[src/rtl/sram_arbiter.sv]
// Two-master AXI4-Lite arbiter (IFU read-only, LSU read/write) onto one SRAM slave port.
// Latency: one arbitration cycle from request to slave valid, then channels routed combinationally.
// Backpressure: whole-transaction grant; the loser's readies stay 0 until one idle bubble after the response.
// SRAM_ARB_RR_EN selects round-robin between IFU and LSU; otherwise LSU has fixed priority.
module sram_arbiter (
    input  logic        clk,
    input  logic        rst,

    input  logic [31:0] ifu_araddr,
    input  logic        ifu_arvalid,
    output logic        ifu_arready,
    output logic [31:0] ifu_rdata,
    output logic        ifu_rresp,
    output logic        ifu_rvalid,
    input  logic        ifu_rready,

    input  logic [31:0] lsu_araddr,
    input  logic        lsu_arvalid,
    output logic        lsu_arready,
    output logic [31:0] lsu_rdata,
    output logic        lsu_rresp,
    output logic        lsu_rvalid,
    input  logic        lsu_rready,
    input  logic [31:0] lsu_awaddr,
    input  logic        lsu_awvalid,
    output logic        lsu_awready,
    input  logic [31:0] lsu_wdata,
    input  logic [3:0]  lsu_wstrb,
    input  logic        lsu_wvalid,
    output logic        lsu_wready,
    output logic        lsu_bresp,
    output logic        lsu_bvalid,
    input  logic        lsu_bready,

    output logic [31:0] s_araddr,
    output logic        s_arvalid,
    input  logic        s_arready,
    input  logic [31:0] s_rdata,
    input  logic        s_rresp,
    input  logic        s_rvalid,
    output logic        s_rready,
    output logic [31:0] s_awaddr,
    output logic        s_awvalid,
    input  logic        s_awready,
    output logic [31:0] s_wdata,
    output logic [3:0]  s_wstrb,
    output logic        s_wvalid,
    input  logic        s_wready,
    input  logic        s_bresp,
    input  logic        s_bvalid,
    output logic        s_bready
);

    localparam logic [1:0] IDLE   = 2'd0;
    localparam logic [1:0] IFU_RD = 2'd1;
    localparam logic [1:0] LSU_RD = 2'd2;
    localparam logic [1:0] LSU_WR = 2'd3;

    logic [1:0] state;
    logic       ar_done;
    logic       aw_done;
    logic       w_done;

    logic       is_ifu;
    logic       is_lrd;
    logic       is_lwr;
    logic       ifu_req;
    logic       lsu_rd_req;
    logic       lsu_wr_req;
    logic       lsu_req;
    logic       ifu_wins;
    logic [1:0] grant_state;

    assign is_ifu = (state == IFU_RD);
    assign is_lrd = (state == LSU_RD);
    assign is_lwr = (state == LSU_WR);

    assign ifu_req    = ifu_arvalid;
    assign lsu_rd_req = lsu_arvalid;
    assign lsu_wr_req = lsu_awvalid | lsu_wvalid;
    assign lsu_req    = lsu_rd_req | lsu_wr_req;

`ifdef SRAM_ARB_RR_EN
    logic last_grant;  // 1: LSU owned the previous transaction, 0: IFU

    assign ifu_wins = ifu_req & (~lsu_req | last_grant);
`else
    assign ifu_wins = ifu_req & ~lsu_req;
`endif

    // LSU read beats LSU write when both are pending
    assign grant_state = ifu_wins   ? IFU_RD :
                         lsu_rd_req ? LSU_RD :
                         lsu_wr_req ? LSU_WR : IDLE;

    // Read path: only one of IFU/LSU can own it at a time
    assign s_arvalid   = ((is_ifu & ifu_arvalid) | (is_lrd & lsu_arvalid)) & ~ar_done;
    assign s_araddr    = is_ifu ? ifu_araddr : (is_lrd ? lsu_araddr : 32'h0);
    assign ifu_arready = is_ifu & s_arready & ~ar_done;
    assign lsu_arready = is_lrd & s_arready & ~ar_done;
    assign ifu_rvalid  = is_ifu & s_rvalid;
    assign lsu_rvalid  = is_lrd & s_rvalid;
    assign s_rready    = (is_ifu & ifu_rready) | (is_lrd & lsu_rready);
    assign ifu_rdata   = s_rdata;
    assign ifu_rresp   = s_rresp;
    assign lsu_rdata   = s_rdata;
    assign lsu_rresp   = s_rresp;

    // Write path: AW and W complete independently, B closes the transaction
    assign s_awvalid   = is_lwr & lsu_awvalid & ~aw_done;
    assign lsu_awready = is_lwr & s_awready & ~aw_done;
    assign s_wvalid    = is_lwr & lsu_wvalid & ~w_done;
    assign lsu_wready  = is_lwr & s_wready & ~w_done;
    assign s_awaddr    = is_lwr ? lsu_awaddr : 32'h0;
    assign s_wdata     = is_lwr ? lsu_wdata  : 32'h0;
    assign s_wstrb     = is_lwr ? lsu_wstrb  : 4'h0;
    assign lsu_bvalid  = is_lwr & s_bvalid;
    assign s_bready    = is_lwr & lsu_bready;
    assign lsu_bresp   = s_bresp;

    always_ff @(posedge clk or negedge rst) begin
        if (!rst) begin
            state   <= IDLE;
            ar_done <= 1'b0;
            aw_done <= 1'b0;
            w_done  <= 1'b0;
`ifdef SRAM_ARB_RR_EN
            last_grant <= 1'b1;
`endif
        end else begin
            case (state)
                IDLE: begin
                    state <= grant_state;
`ifdef SRAM_ARB_RR_EN
                    if (grant_state != IDLE)
                        last_grant <= ~ifu_wins;
`endif
                end
                IFU_RD, LSU_RD: begin
                    if (s_arvalid && s_arready)
                        ar_done <= 1'b1;
                    if (s_rvalid && s_rready) begin
                        state   <= IDLE;
                        ar_done <= 1'b0;
                    end
                end
                default: begin
                    if (s_awvalid && s_awready)
                        aw_done <= 1'b1;
                    if (s_wvalid && s_wready)
                        w_done <= 1'b1;
                    if (s_bvalid && s_bready) begin
                        state   <= IDLE;
                        aw_done <= 1'b0;
                        w_done  <= 1'b0;
                    end
                end
            endcase
        end
    end

endmodule
[config.mk]
export PLATFORM = sky130hd
export DESIGN_NAME = sram_arbiter
export DESIGN_NICKNAME = d
export VERILOG_FILES = /design/src/rtl/sram_arbiter.sv
export SDC_FILE = /design/constraint.sdc
export NUM_CORES = 1
export LEC_CHECK = 0
export BUFFER_PORTS_ARGS = -buffer_cell sky130_fd_sc_hd__buf_4
export CAP_MARGIN = 5
export CORE_AREA = 5 5 135 137
export DETAILED_ROUTE_END_ITERATION = 10
export DIE_AREA = 0 0 140 142
export HOLD_SLACK_MARGIN = 0.02
export PLACE_DENSITY_LB_ADDON = 0.25
export SLEW_MARGIN = 20
export SYNTH_ARGS = -nofsm -noshare
export SYNTH_HDL_FRONTEND = slang
export SYNTH_SLANG_ARGS = --single-unit
export TNS_END_PERCENT = 30
[constraint.sdc]
create_clock -name clk -period 1.5 [get_ports clk]
set_input_delay 0.075 -clock clk [delete_from_list [all_inputs] [get_ports clk]]
set_output_delay 0.075 -clock clk [all_outputs]
set_load 0.1 [all_outputs]
* After elaboration in Yosys (flattened, before gate mapping)
Index checks and enable logic that the tools add are counted.
** Storage, ports and cells
- Register bits after elaboration :: 5
- Bits of input ports :: 180
- Output and inout port bits :: 179
** Operators by class
- Equal/unequal tests :: 4
- Mux-type cells :: 17
- Bitwise operators :: 31
- Reductions and logical operators :: 16
** Operators by type and width (number)
- 2-to-1 mux 32 bit :: 4
- bitwise AND 1 bit :: 22
- 2-to-1 mux 2 bit :: 5
- AND reduction 2 bit :: 4
- 2-to-1 mux 1 bit :: 6
- nonzero test 2 bit :: 3
- logical AND 1 bit :: 5
- inverter 1 bit :: 5
- equality test 2 bit (second input constant) :: 2
- 2-to-1 mux 4 bit :: 1
- OR 1 bit :: 4
- one-hot mux 2 bit (2 select lines) :: 1
- nonzero test 3 bit :: 1
- OR reduction 3 bit :: 1
- equality test 2 x 1 -> 1 bit (second input constant) :: 1
- logical NOT 2 bit :: 1
- inequality test 2 bit (second input constant) :: 1
- OR reduction 2 bit :: 1

* Depth between registers and ports, before layout
- Word-level depth :: 7
- Gate-level depth with buffers :: 6
- Depth with buffers taken out :: 5

* Least setup slack after synthesis
OpenSTA, ideal clock, no wires.
- Path type :: register to output
- Start :: reg state[1]
- End :: out s_araddr[30]
- Data arrival time :: 3075 ps
- Data required time :: 1425 ps
- Slack :: -1650 ps
- Cell stages (with the launch flop) :: 6
- Buffers on the path :: 2
- Cell sequence :: dfrtp_1 inv_1 ha_1 buf_2 buf_2 o21ai_0
** Between the ends
- Longest elaborated chain between the ends :: 3
** RTL lines
- start: declaration :: line 59 : logic [1:0] state;
- start signal: assignment :: line 133 : state <= grant_state;
- equality test 2 bit :: line 75 : assign is_lrd = (state == LSU_RD);
- 2-to-1 mux 32 bit :: line 98 : assign s_araddr = is_ifu ? ifu_araddr : (is_lrd ? lsu_araddr : 32'h0);
- 2-to-1 mux 32 bit (*) :: line 98
- end: declaration :: line 35 : output logic [31:0] s_araddr,
Every way passes the cells marked *; elsewhere a longest branch is shown, timed or not.

* Final worst setup path
- Start :: reg state[0]
- End :: out s_araddr[31]
The elaborated chain is that of the path after synthesis.

==> metrics.md <==
| Metric | Value |
|---|---|
| Setup Skew | 0.002263 ns |
| Die width | 140 um |
| Reg2reg setup slack | -0.06 ns |
| Synth Instances | 227 |
| Worst R2R End | state[0] |
| Critical path required time | 1.42 ns |
| Skew-Pair Late Insertion Delay | 0.23 ns |
| Num ports | 359 |
| Number of cells on the worst hold path | 2 |
| Finish-stage setup viols | 115 |
| Crit share post-route | 116.6% |
| Layout Nets | 620 |
| Synthesized area | 1693 sq um |
| Worst setup EP type | output port |
| Vias in the first global route | 2767 |
| Largest net degree at the start of global routing | 31 |
| Worst hold path class | in2reg |
| Max Slew Vio Count | 0 |
| Wl on met1 | 3.314 mm |
| Via count | 2357 |
| GPL Wtd Cong | 0.7691 |
| Die height | 142 um |
| Yosys warning count | 0 |
| Syn_area_per_cell | 7.458 sq um |
| CTS max path bufs | 2 |
| Compound-Gate Fraction of Synth Area | 21.58% |
| Global route total overflow | 0 |
| Critical path type | reg2out |
| Synth Register Bits | 5 |
| CTS Sinks | 5 |
| Crit path launch type | register |
| Min Tclk post-route | 1.748 ns |
| Share of cells above drive strength 1 | 94.70% |
| H-Tree Depth | 1 |
| Core area | 16940 sq um |
| Leakage | 2.637 nW |
| Initial antenna violation count | 0 |
| Max-Cap Viols | 0 |
| Uppermost layer routed | met4 |
| Reg clk slew, reported paths | 0.03 ns |
| Unrepaired setup endpoints after global routing | yes |
| Via density | 3.577 |
| Detailed-route wire length per cell | 17.22 um |
| Total CTS buffers | 3 |
| Failing checks | negative setup slack |
| Max IR drop VDD | 1.394 mV |
| First-pass GRT wire length | 16.00 mm |
| Synth Area in Simple Gates | 33.19% |
| Drt first pass iters | 4 |
| Total routed wirelength | 11.35 mm |
| Synth Area in XOR/XNOR | 0% |
| Yosys cell types | 23 |
| CTS tree | built |
| Multiplexer share of the synthesized area | 0% |
| Critical Path AT | 1.67 ns |
| Worst setup margin | -0.2483 ns |
| DRC | 0 |
| # rows | 48 |
| Final HPWL DP | 8.447 mm |
| Worst slew pin tran | 0.3014 ns |
| P&R area growth vs syn | 236.6% |
| Worst Reg-to-Reg Cells | 6 |
| Met2 wire len | 6.992 mm |
| Port bufs | 257 |
| Final Hold Vio Count | 0 |
| Worst R2R Start | state[0] |
| Highest Clock Rate | 0.5720 GHz |
| Root Driver | clkbuf_16 |
| Main combinational cell family by area after synthesis | buffers and inverters |
| Antenna cells | 0 |
| Hold Slack | 0.07358 ns |
| Cell Pwr Density | 2588 nW/um^2 |
| Post-layout util | 33.64% |
| Most frequent cells in the layout | buf_4 (156), buf_12 (118), and2_4 (71) |
| Seq/Total Area, Yosys | 7.391% |
| Status | complete, but fails checks |
| Die ar. | 19880 sq um |
| Post-synthesis adder-cell area fraction | 3.695% |
| WHS Endpoint | w_done |
| Most common cell after layout, fill and taps aside | buf_4 |
| Iter 0 DRT Violations | 49 |
| WL met3 | 665 um |
| Starting density of the core | 9.996% |
| Crit Path Max Fanout | 6 |
| Slew HR | 79.73% |
| Hold_sp | lsu_bready |
| Total track usage | 10.01% |
| Syn Nets | 412 |
| DRT antenna net count | 0 |
-- worst max path at each step --
stage	from	endpoint	depth (start not counted)
final	state[0]	s_araddr[31]	7
after global placement	state[0]	state[1]	6
after detailed placement	state[0]	state[1]	6
after global routing	state[0]	s_araddr[31]	7
after floorplan	state[1]	s_araddr[31]	5
after CTS	state[0]	s_araddr[31]	7
-- through the flow --
stage | std cells | TNS (ns) | setup slack, ns | total power (W) | cell area, sq um
global placement | 646 | -4.215 | -0.1715 | 0.01037 | 3679
CTS | 657 | -15.48 | -0.2623 | 0.01444 | 5553
detailed placement | 646 | -3.011 | -0.1435 | 0.01040 | 3679
global route | 659 | -22.61 | -0.3096 | 0.01515 | 5698
floorplan | 227 | -24.69 | -0.2629 | 0.008909 | 1852
finish | 659 | -15.51 | -0.2483 | 0.01475 | 5698
-- worst max-delay path, stage by stage (launching register included) --
cell and delay [ns]:
dfrtp_2 0.43, inv_2 0.09, ha_4 0.12, nor2b_4 0.21, buf_12 0.13, buf_12 0.10
a22o_1 0.17, buf_12 0.18
-- synth_stat cells, drive strengths merged --
master	n	area [sq um]
a22oi	1	7.510
or3	1	6.260
clkbuf	9	33.78
ha	5	62.56
a21boi	1	7.510
dfrtp	5	125.1
nand4b	1	8.760
nor2b	1	8.760
and3b	6	52.55
o32ai	2	17.52
and3	1	11.26
o31ai	1	7.510
o21ai	2	10.01
nand2	3	11.26
nor2	2	7.510
buf	73	533.0
a31oi	4	25.02
a22o	32	280.3
o21ba	1	10.01
nor3	1	5.000
and2	72	450.4
inv	3	11.26
-- sequential cells by signal, indices dropped and copies added (netlist names) --
register  cells
w_done        1
aw_done       1
ar_done       1
state         2
-- per-layer routing --
metal  vias to the layer above  GRT usage [%]
met5                         -              0
met3                        33          2.520
met4                         0          3.927
met2                       103          20.59
li1                       1111              -
met1                      1110          9.331
-- kinds of logic after synthesis --
| logic type | Yosys count |
|---|---|
| simple gates | 88 |
| buf+inv | 85 |
| compound gates | 44 |
| fa+ha+maj | 5 |
| flops | 5 |
-- cell type report --
class | instances | area, sq um
Multi-Input combinational cell | 137 | 1498
Inverter | 3 | 11.26
Tap cell | 225 | 281.5
Sequential cell | 5 | 127.6
Clock buffer | 4 | 78.83
Fill cell | 1663 | 11240
Timing Repair Buffer | 285 | 3701
-- timing repair --
item / 4_1_cts / 5_1_grt
gates cloned: 2 / 3
pin swaps: 3 / 10
gates resized for setup: 421 / 34
buffers inserted: 4 / 2
setup endpoints to repair: 115 / 117
endpoints found under the hold margin: 5 / 0
hold buffers: 1 / 0
-- report_power, final --
part	leakage [nW]	total (W)	switching, W	internal, W
combinational	2.54	0.0140	0.00846	0.00555
clock	0.0382	0.000440	0.0000881	0.000352
sequential	0.0605	0.000288	0.0000808	0.000207
total	2.64	0.0147	0.00863	0.00611
Note: power is estimated with default switching activity, not from simulation.
